`config.mk`:
```
export PLATFORM = sky130hd
export DESIGN_NAME = seven_segment_capture
export DESIGN_NICKNAME = d
export VERILOG_FILES = /design/src/rtl/seven_segment_capture.sv
export SDC_FILE = /design/constraint.sdc
export NUM_CORES = 1
export LEC_CHECK = 0
export ABC_CLOCK_PERIOD_IN_PS = 2900
export CORE_MARGIN = 5
export CORE_UTILIZATION = 58
export CTS_BUF_LIST = sky130_fd_sc_hd__clkbuf_8
export DETAILED_ROUTE_END_ITERATION = 10
export PLACE_DENSITY = 0.82
export REMOVE_ABC_BUFFERS = 1
export SYNTH_ARGS = -nofsm -noshare
export SYNTH_HDL_FRONTEND = slang
export SYNTH_SLANG_ARGS = --single-unit
```
`constraint.sdc`:
```
create_clock -name clk -period 2.9 [get_ports clk]
set_input_delay 0.435 -clock clk [delete_from_list [all_inputs] [get_ports clk]]
set_output_delay 0.435 -clock clk [all_outputs]
set_load 0.01 [all_outputs]
```
`src/rtl/seven_segment_capture.sv`:
```
// Samples a multiplexed, active-low seven-segment bus, turns each stable digit
// back into a hex nibble and presents the assembled word on a valid/ready port.
module seven_segment_capture #(
    parameter int DIGITS        = 4,
    parameter int STABLE_CYCLES = 4
) (
    input  logic                  clk,
    input  logic                  rst_n,
    input  logic [6:0]            seg_in,
    input  logic [DIGITS-1:0]     an_in,
    output logic [4*DIGITS-1:0]   value_out,
    output logic                  value_valid,
    input  logic                  value_ready,
    output logic [1:0]            err,
    input  logic                  err_clr,
    output logic [7:0]            err_cnt
);

    localparam int                BUS_W   = DIGITS + 7;
    localparam logic [7:0]        CNT_MAX = 8'(STABLE_CYCLES);
    localparam logic [7:0]        CNT_CAP = 8'(STABLE_CYCLES - 1);
    localparam logic [DIGITS-1:0] AN_ONE  = {{(DIGITS-1){1'b0}}, 1'b1};

    logic [BUS_W-1:0]    s1_reg, s2_reg, p_reg;
    logic [7:0]          cnt_reg, cnt_next;
    logic                eq, cap;

    logic [DIGITS-1:0]   an_low;
    logic [6:0]          seg_s;
    logic                an_blank, an_single, an_multi;
    logic [3:0]          dec_nibble;
    logic                dec_ok;

    logic [DIGITS-1:0]   wr_en;
    logic [3:0]          slot_reg [DIGITS];
    logic [4*DIGITS-1:0] slot_word;
    logic [DIGITS-1:0]   seen_reg, seen_next;
    logic                frame_full, load;

    logic [4*DIGITS-1:0] value_reg;
    logic                valid_reg;
    logic [1:0]          err_reg, err_next;
    logic                set_inv, set_multi;
    logic [7:0]          err_cnt_reg;

    // Two-flop synchronizer plus one extra delay stage for the equality test;
    // reset loads the idle bus (all lines high).
    always_ff @(posedge clk) begin
        if (!rst_n) begin
            s1_reg <= '1;
            s2_reg <= '1;
            p_reg  <= '1;
        end else begin
            s1_reg <= {an_in, seg_in};
            s2_reg <= s1_reg;
            p_reg  <= s2_reg;
        end
    end

    assign eq = (s2_reg == p_reg);

    // Saturating at CNT_MAX keeps cap from re-firing until the bus changes.
    always_comb begin
        cnt_next = cnt_reg;
        if (!eq)
            cnt_next = '0;
        else if (cnt_reg != CNT_MAX)
            cnt_next = cnt_reg + 8'd1;
    end

    always_ff @(posedge clk) begin
        if (!rst_n)
            cnt_reg <= '0;
        else
            cnt_reg <= cnt_next;
    end

    assign cap = eq && (cnt_reg == CNT_CAP);

    assign an_low    = ~s2_reg[BUS_W-1:7];
    assign seg_s     = s2_reg[6:0];
    assign an_blank  = (an_low == '0);
    assign an_single = !an_blank && ((an_low & (an_low - AN_ONE)) == '0);
    assign an_multi  = !an_blank && !an_single;

    always_comb begin
        dec_nibble = 4'h0;
        dec_ok     = 1'b1;
        unique case (seg_s)
            7'h40:   dec_nibble = 4'h0;
            7'h79:   dec_nibble = 4'h1;
            7'h24:   dec_nibble = 4'h2;
            7'h30:   dec_nibble = 4'h3;
            7'h19:   dec_nibble = 4'h4;
            7'h12:   dec_nibble = 4'h5;
            7'h02:   dec_nibble = 4'h6;
            7'h78:   dec_nibble = 4'h7;
            7'h00:   dec_nibble = 4'h8;
            7'h10:   dec_nibble = 4'h9;
            7'h08:   dec_nibble = 4'hA;
            7'h03:   dec_nibble = 4'hB;
            7'h46:   dec_nibble = 4'hC;
            7'h21:   dec_nibble = 4'hD;
            7'h06:   dec_nibble = 4'hE;
            7'h0E:   dec_nibble = 4'hF;
            default: dec_ok     = 1'b0;
        endcase
    end

    assign set_inv   = cap && an_single && !dec_ok;
    assign set_multi = cap && an_multi;

    genvar gi;
    generate
        for (gi = 0; gi < DIGITS; gi++) begin : g_slot
            assign wr_en[gi]             = cap && an_single && dec_ok && an_low[gi];
            assign slot_word[4*gi +: 4]  = slot_reg[gi];
        end
    endgenerate

    always_ff @(posedge clk) begin
        if (!rst_n) begin
            for (int i = 0; i < DIGITS; i++)
                slot_reg[i] <= 4'h0;
        end else begin
            for (int i = 0; i < DIGITS; i++)
                if (wr_en[i])
                    slot_reg[i] <= dec_nibble;
        end
    end

    // A capture on the load edge belongs to the next frame, so its seen bit
    // is ORed in after the clear.
    assign frame_full = &seen_reg;
    assign load       = frame_full && (!valid_reg || value_ready);
    assign seen_next  = (load ? '0 : seen_reg) | wr_en;

    always_ff @(posedge clk) begin
        if (!rst_n)
            seen_reg <= '0;
        else
            seen_reg <= seen_next;
    end

    always_ff @(posedge clk) begin
        if (!rst_n) begin
            value_reg <= '0;
            valid_reg <= 1'b0;
        end else if (load) begin
            value_reg <= slot_word;
            valid_reg <= 1'b1;
        end else if (valid_reg && value_ready) begin
            valid_reg <= 1'b0;
        end
    end

    // A clear and a new error on the same edge leave that error bit set.
    assign err_next = (err_clr ? 2'b00 : err_reg) | {set_multi, set_inv};

    always_ff @(posedge clk) begin
        if (!rst_n) begin
            err_reg     <= 2'b00;
            err_cnt_reg <= 8'h00;
        end else begin
            err_reg <= err_next;
            if (set_inv && (err_cnt_reg != 8'hFF))
                err_cnt_reg <= err_cnt_reg + 8'd1;
        end
    end

    assign value_out   = value_reg;
    assign value_valid = valid_reg;
    assign err         = err_reg;
    assign err_cnt     = err_cnt_reg;

endmodule

```
Word level (Yosys, flattened, before mapping)
Memory sizes are Yosys's and may differ from the RTL's. A register that Yosys moved wholly into a read port is not among the register bits.
Index checks and enable logic that the tools add are counted.

word-level totals
  memory bits (writable) = 16
  memories = 1
  input port bits = 15
  output and inout bits = 27
  bits in registers = 56
  logic and storage cells = 92

memories
  memory    depth  bits a word  rd ports  clocked after Yosys merged registers in  wr ports  line  text
  slot_reg  4      4            4         4                                        4         35    logic [3:0] slot_reg [DIGITS];

operators by class
  bitwise gates (word level) = 8
  multiplexer cells = 23
  reduce and logical (&&, ||, !) cells = 30
  eq/ne operators = 19
  add/sub/neg operators = 3

operators by type and width
  kind                   number
  $pmux W4 S15           1
  $eq A7 B7 Y1 const B   4
  $eq A7 B5 Y1 const B   3
  $eq A7 B6 Y1 const B   3
  $mux W4                5
  $add A8 B1 Y8 const B  2
  $mux W1                16
  $reduce_or A16 Y1      1
  $eq A7 B2 Y1 const B   2
  $eq A7 B4 Y1 const B   2
  $logic_and A1 B1 Y1    14
  $eq A11 B11 Y1         1
  $eq A8 B2 Y1 const B   1
  $logic_not A1 Y1       8
  $logic_not A4 Y1       2
  $ne A8 B3 Y1 const B   1
  $ne A8 B8 Y1 const B   1
  $eq A7 B3 Y1 const B   1
  $logic_not A7 Y1       1
  $and A4 B4 Y4          1
  $not A4 Y4             1
  $or A1 B1 Y1           4
  $or A4 B4 Y4           1
  $reduce_and A4 Y1      1
  other kinds (6)        6

Longest topological paths before layout
Gate-level depths: netlist of run 1.

  word-level depth = 12
  depth in mapped cells = 8
  depth with buffers taken out = 6

Worst setup path before layout of run 1
OpenSTA, ideal clock, no wires.

  kind = flip-flop to flip-flop
  from = register s2_reg[3]
  to = memory slot_reg[1][0], enable pin
  required time = 2.539 ns
  cell stages (with the launch flop) = 8
  path slack = 0.544 ns
  buffers on the path = 1
  setup time = 0.361 ns
  clock period less this slack = 2.356 ns
  arrival time = 1.994 ns
  cell sequence = dfxtp_1 -> or3b_2 -> a221oi_1 -> a211oi_1 -> nand3_1 -> buf_2 -> nand2_2 -> o21ai_0

RTL lines
  element                   line  text
  start: declaration        24    logic [BUS_W-1:0] s1_reg, s2_reg, p_reg;
  start signal: assignment  55    s2_reg <= s1_reg;
  end: declaration          35

==> reports/results.ini, run 1 <==
[outcome]
status = completed

[logic_synthesis]
synth_seq_cells = 88
syn_area_sq_mm = 0.00364
async_reset_ff_frac = 0
yosysWarningCount = 0
synth.distinct_cells = 50
synth_edf_count = 16
synth-main-ff-cell = dfxtp_1
synth.area.top_cells = dfxtp_1, edfxtp_1, nand2b_1
netlist_instances = 390
yosysTopAreaCellShare = 0.396
avgSynthCellArea_sq_um = 9.34
ys_seq_area_frac = 0.528
synth_top_cell_by_area = dfxtp_1

[floorplan]
io_pins = 42
die_area_sq_mm = 0.00796
fp.dieW_microns = 89.2
num_rows = 28
start_util = 0.604
fp.coreArea_sq_mm = 0.00603
die_h_microns = 89.2

[timing]
finalSetupViolCount = 0
max_freq_mhz = 393
period_needed_ns = 2.54
hold_viol = 0
timing.slew.headroom = 0.469
slew_viol_final = 0
worstMarginPinSlew_ns = 0.790
rsz0062_at_grt = false
setup-tns-final_ns = 0
min_period_over_period = 0.877
fin_worst_skew_ns = 0.00805

[clock_network]
cts_setup_buffers = 0
clk-insertion-delay-late_ns = 0.35
cts_inserted_buffers = 9
cts_hold_buf = 0
cts_tree = built
clock_path_buffers = 2
root_buffer = clkbuf_8
ctsResizeCount = 0
htreeDepth = 3
cts_sinks = 88
clk_pin_slew_ns = 0.08

[worst_setup_path]
rr_worst_depth = 6
arrival_ns = 2.54
cp-start-kind = flip-flop
crit_path_end_kind = flip-flop
cpPeakStageDelay_ns = 0.56
required_ns = 2.89
crit_fanout = 12
worstSetupPathType = reg -> reg
crit_chain = xor2_1, nor4_4, nor4b_4, nor2b_1, nand2_2, o21ai_0
crit_path_top_delay_cell = dfxtp_1

[cells_and_area]
syn2layout_area_growth_pct = 19.4
antenna-diode-count = 0
layout-drive-gt1-share = 0.0691
num-nets-final = 447

[global_route]
antenna_found_initial = 0
grtUsageTotal = 0.194
grt_pass1_wl_microns = 11900
grt-ovfl-total = 0
met1_usage = 0.232
grt_pass1_vias = 2562
grt_max_degree = 20
gr-usage-met3 = 0.0498
grt-busiest-layer = met2
use_met2 = 0.328

[flow_run]
drv_cap = 0

[routing]
wl_per_cell_microns = 14.1
via_count = 2769
viasPerCell = 5.44
drtAntennaViolNets = 0
drt-initial-drc-count = 102
drt_wl_total_microns = 7170
drc = 0
first_pass_iters = 4

[worst_hold_path]
min_path_type = reg -> reg
min_path_cells = 1

[pwr]
ir_drop_mv = 0.419
power_mw = 2.39
power_density_mw_per_mm2 = 550
p_leak_nw = 1.51

[placed_design]
io_buffers = 41
place_hpwl_microns = 5070
gp_congestion = 0.883

logic make-up (layout without fill, tap and decap cells):
family,count (synthesis),in the layout,share of synthesized area
flops,88,88,0.528
mux,2,2,0.00550
fa+ha+maj,4,4,0.0131
buf+inv,28,72,0.0333
xor+xnor,20,20,0.0502
simple gates,189,189,0.277
compound gates,59,59,0.0931
per-stage QoR:
stage,hold slack [ns],std cells,util,worst slack [ns],cell area [sq um]
4_1_cts,0.411,509,0.722,0.367,4350
6_report,0.409,509,0.722,0.356,4350
2_1_floorplan,0.386,368,-,0.381,3540
3_5_place_dp,0.392,493,0.683,0.368,4120
5_1_grt,0.426,509,0.722,0.0900,4350
3_3_place_gp,0.389,493,0.683,0.509,4120
cells in the final DEF, fill, tap and decap left out, types with 5 or more instances in the layout:
master           synthesis  layout
or3_1                    6       6
and3_1                   6       6
clkbuf_8                 0       9
xor2_1                   8       8
nor4_1                   5       5
nand3_1                 21      21
edfxtp_1                16      16
nand2_1                 49      49
nand2b_1                38      38
xnor2_1                 11      11
a21oi_1                 29      29
o21ai_0                 14      14
dfxtp_1                 72      72
buf_4                    0       9
nor2_1                  35      35
clkdlybuf4s50_1          0      41
inv_1                    6       6
cell type report:
cell class,count,area [sq um]
inverters,6,22.5
well taps,75,93.8
multi-input cells,274,1600
clock buffers,9,124
fillers,470,1680
repair buffers,50,478
clock inverters,7,110
flip-flops and latches,88,1920
power by group:
group / leakage (nW) / internal [mW] / switching, mW / total [mW]
Sequential: 0.752 / 1.27 / 0.0235 / 1.29
Combinational: 0.646 / 0.0579 / 0.0624 / 0.120
Clock: 0.114 / 0.565 / 0.415 / 0.979
worst max-delay path, delay by kind of cell (launching register included):
family | cells | cell delay [ns]
xor gates and xnor gates | 1 | 0.16
DFF | 1 | 0.56
AOI/OAI and AO/OA | 1 | 0.48
and+or+nand+nor | 4 | 0.98
routing by layer:
metal	wire, microns	part of all wire
met5	0	0
met4	119	0.017
met3	417	0.058
met2	3470	0.48
met1	3160	0.44
path summary, 6_finish.rpt:
check | from | end | slack [ns]
max | s2_reg[2] | slot_reg[0][1] | 0.36
min | s1_reg[6] | s2_reg[6] | 0.41
min reg2reg | s1_reg[6] | s2_reg[6] | 0.41
max reg2reg | s2_reg[2] | slot_reg[0][1] | 0.36
synth_stat cells, types with 3 or more instances:
library cell  instances
xor2_1                8
ha_1                  3
nand4_1               4
nor2_1               35
edfxtp_1             16
o21ai_0              14
nor3_1                4
or3_1                 6
nand4b_1              4
nand2b_1             38
and3_1                6
xnor2_1              11
a21oi_1              29
nand2_1              49
clkbuf_1             13
nand3_1              21
nor4b_1               3
dfxtp_1              72
nor4_1                5
buf_2                 7
inv_1                 6
No activity file was read; power rests on OpenSTA's default activity.
==> run 2, diff against run 1 <==
--- a/config.mk
+++ b/config.mk
@@ -5,12 +5,13 @@
 export SDC_FILE = /design/constraint.sdc
 export NUM_CORES = 1
 export LEC_CHECK = 0
-export ABC_CLOCK_PERIOD_IN_PS = 2900
+export ABC_CLOCK_PERIOD_IN_PS = 2250
 export CORE_MARGIN = 5
-export CORE_UTILIZATION = 58
+export CORE_UTILIZATION = 52
 export CTS_BUF_LIST = sky130_fd_sc_hd__clkbuf_8
 export DETAILED_ROUTE_END_ITERATION = 10
-export PLACE_DENSITY = 0.82
+export GPL_TIMING_DRIVEN = 0
+export PLACE_DENSITY = 0.78
 export REMOVE_ABC_BUFFERS = 1
 export SYNTH_ARGS = -nofsm -noshare
 export SYNTH_HDL_FRONTEND = slang
==> constraint.sdc (replaced) <==
create_clock -name clk -period 2.25 [get_ports clk]
set_input_delay 0.3375 -clock clk [delete_from_list [all_inputs] [get_ports clk]]
set_output_delay 0.3375 -clock clk [all_outputs]
set_load 0.01 [all_outputs]
==> run 2 against run 1 <==
Compared with the run above:
- worst setup slack got worse by 0.26 ns
- sequential cell count did not move
- total power rose by 19%
- cell count grew 2.8%
- final area grew 0.86%
- critical path type unchanged
==> reports/results.ini, run 2 (synthesis gave the netlist of run 1 again) <==
[routing]
met2WireLength_microns = 3230
viasPerCell = 5.25
wl_met3_microns = 328
drt-initial-drc-count = 137
wl_met1_microns = 3000
top_layer = met4
via_count = 2744
drc = 0
drt_wl_total_microns = 6660
drtAntennaViolNets = 0
first_pass_iters = 5
wl_per_cell_microns = 12.7

[floorplan]
start_util = 0.536
fp.dieW_microns = 93.7
die_area_sq_mm = 0.00878
die_h_microns = 93.7
io_pins = 42
fp.coreArea_sq_mm = 0.00679
num_rows = 30

[placed_design]
gp_congestion = 0.855
io_buffers = 41
place_area_sq_mm = 0.00407
dpl_worst_slack_ns = -0.731
place_hpwl_microns = 4460

[clock_network]
clock_path_buffers = 2
clk_pin_slew_ns = 0.08
clk-insertion-delay-late_ns = 0.35
cts_inserted_buffers = 9
cts_hold_buf = 0
cts_tree = built
root_buffer = clkbuf_8
cts_sinks = 88
htreeDepth = 3

[global_route]
grtUsageTotal = 0.159
grt_pass1_vias = 2505
grt_max_degree = 53
grt_pass1_wl_microns = 11100
grt-ovfl-total = 0
antenna_found_initial = 0

[worst_setup_path]
arrival_ns = 2.20
cp-start-kind = flip-flop
worstSetupPathType = reg -> reg
required_ns = 2.29
crit_path_end_kind = flip-flop
crit_fanout = 14

[worst_hold_path]
min_path_type = reg -> reg

[outcome]
status = completed

[flow_run]
drv_cap = 0

[cells_and_area]
syn2layout_area_growth_pct = 20.4
final_cell_mix = dfxtp_1, nand2_1, clkdlybuf4s50_1, nand2b_1, nor2_1
layout-drive-gt1-share = 0.110
layout_commonest_cell = dfxtp_1
num-nets-final = 440
postLayoutCellArea_sq_mm = 0.00439
antenna-diode-count = 0

[pwr]
power_density_mw_per_mm2 = 647
ir_drop_mv = 0.395
p_leak_nw = 1.49

[timing]
min_period_over_period = 0.959
max_freq_mhz = 464
period_needed_ns = 2.16
setup_ws_ns = 0.0929
slew_viol_final = 0
finalSetupViolCount = 0
whs_ns = 0.408
timing.slew.headroom = 0.521
hold_viol = 0
worstMarginPinSlew_ns = 0.716
fin_worst_skew_ns = 0.0105

[run 2: changes by cell type in the layout (fill, tap and decap cells not counted), sizes merged]
cell	delta
buf	-7
bufinv	-2
clkinv	+2
clkbuf	+1
clkdlybuf4s50	-1
clkinvlp	-1
inv	+1
[run 2: worst max-delay path, stage by stage, from the launching register on]
cell	delay, ns
dfxtp_4	0.43
or3b_2	0.47
a221oi_2	0.35
a211oi_1	0.10
nand3_2	0.14
nand2_4	0.13
o21ai_4	0.23
[run 2: layer usage]
layer  global-route usage  vias up
met5                    0        -
met4               0.0818        0
met3               0.0280       10
met2                0.261       54
met1                0.199     1276
li1                     -     1404
[run 2: path summary, 6_finish.rpt]
path	start	to	slack, ns	depth (start not counted)
hold reg to reg	s1_reg[5]	s2_reg[5]	0.41	1
setup / recovery	s2_reg[3]	slot_reg[1][1]	0.09	6
setup reg to reg	s2_reg[3]	slot_reg[1][1]	0.09	6
hold / removal	s1_reg[5]	s2_reg[5]	0.41	1
[run 2: layout make-up]
cell class,instances,area [sq um]
Sequential cell,88,1950
Timing Repair Buffer,43,423
Fill cell,587,2410
Multi-Input combinational cell,274,1680
Clock inverter,7,65.1
Clock buffer,9,124
Tap cell,96,120
Inverter,6,22.5
[run 2: report_power, final]
part           internal [mW]  total [mW]  switching (mW)
clock                  0.505        1.02           0.519
sequential              1.63        1.67          0.0341
combinational         0.0708       0.147          0.0765
[run 2: through the flow]
| step | setup TNS (ns) | instances | power, mW | utilization |
|---|---|---|---|---|
| 5_1_grt | -0.0173 | 523 | 2.97 | 0.646 |
| 3_3_place_gp | -49.28 | 505 | 1.84 | 0.600 |
| 2_1_floorplan | -4.30 | 368 | 1.78 | - |
| 3_5_place_dp | -12.71 | 505 | 1.84 | 0.599 |
| 4_1_cts | 0 | 523 | 2.87 | 0.635 |
| 6_report | 0 | 523 | 2.84 | 0.646 |
[run 2: repair_timing]
item                                    in CTS  in global routing
endpoints found under the setup margin      39                 35
gates resized for setup                     17                 22
pin swaps                                    0                  2
gates cloned                                 0                  0
buffers inserted                             2                  0
hold endpoints to repair                     0                  0
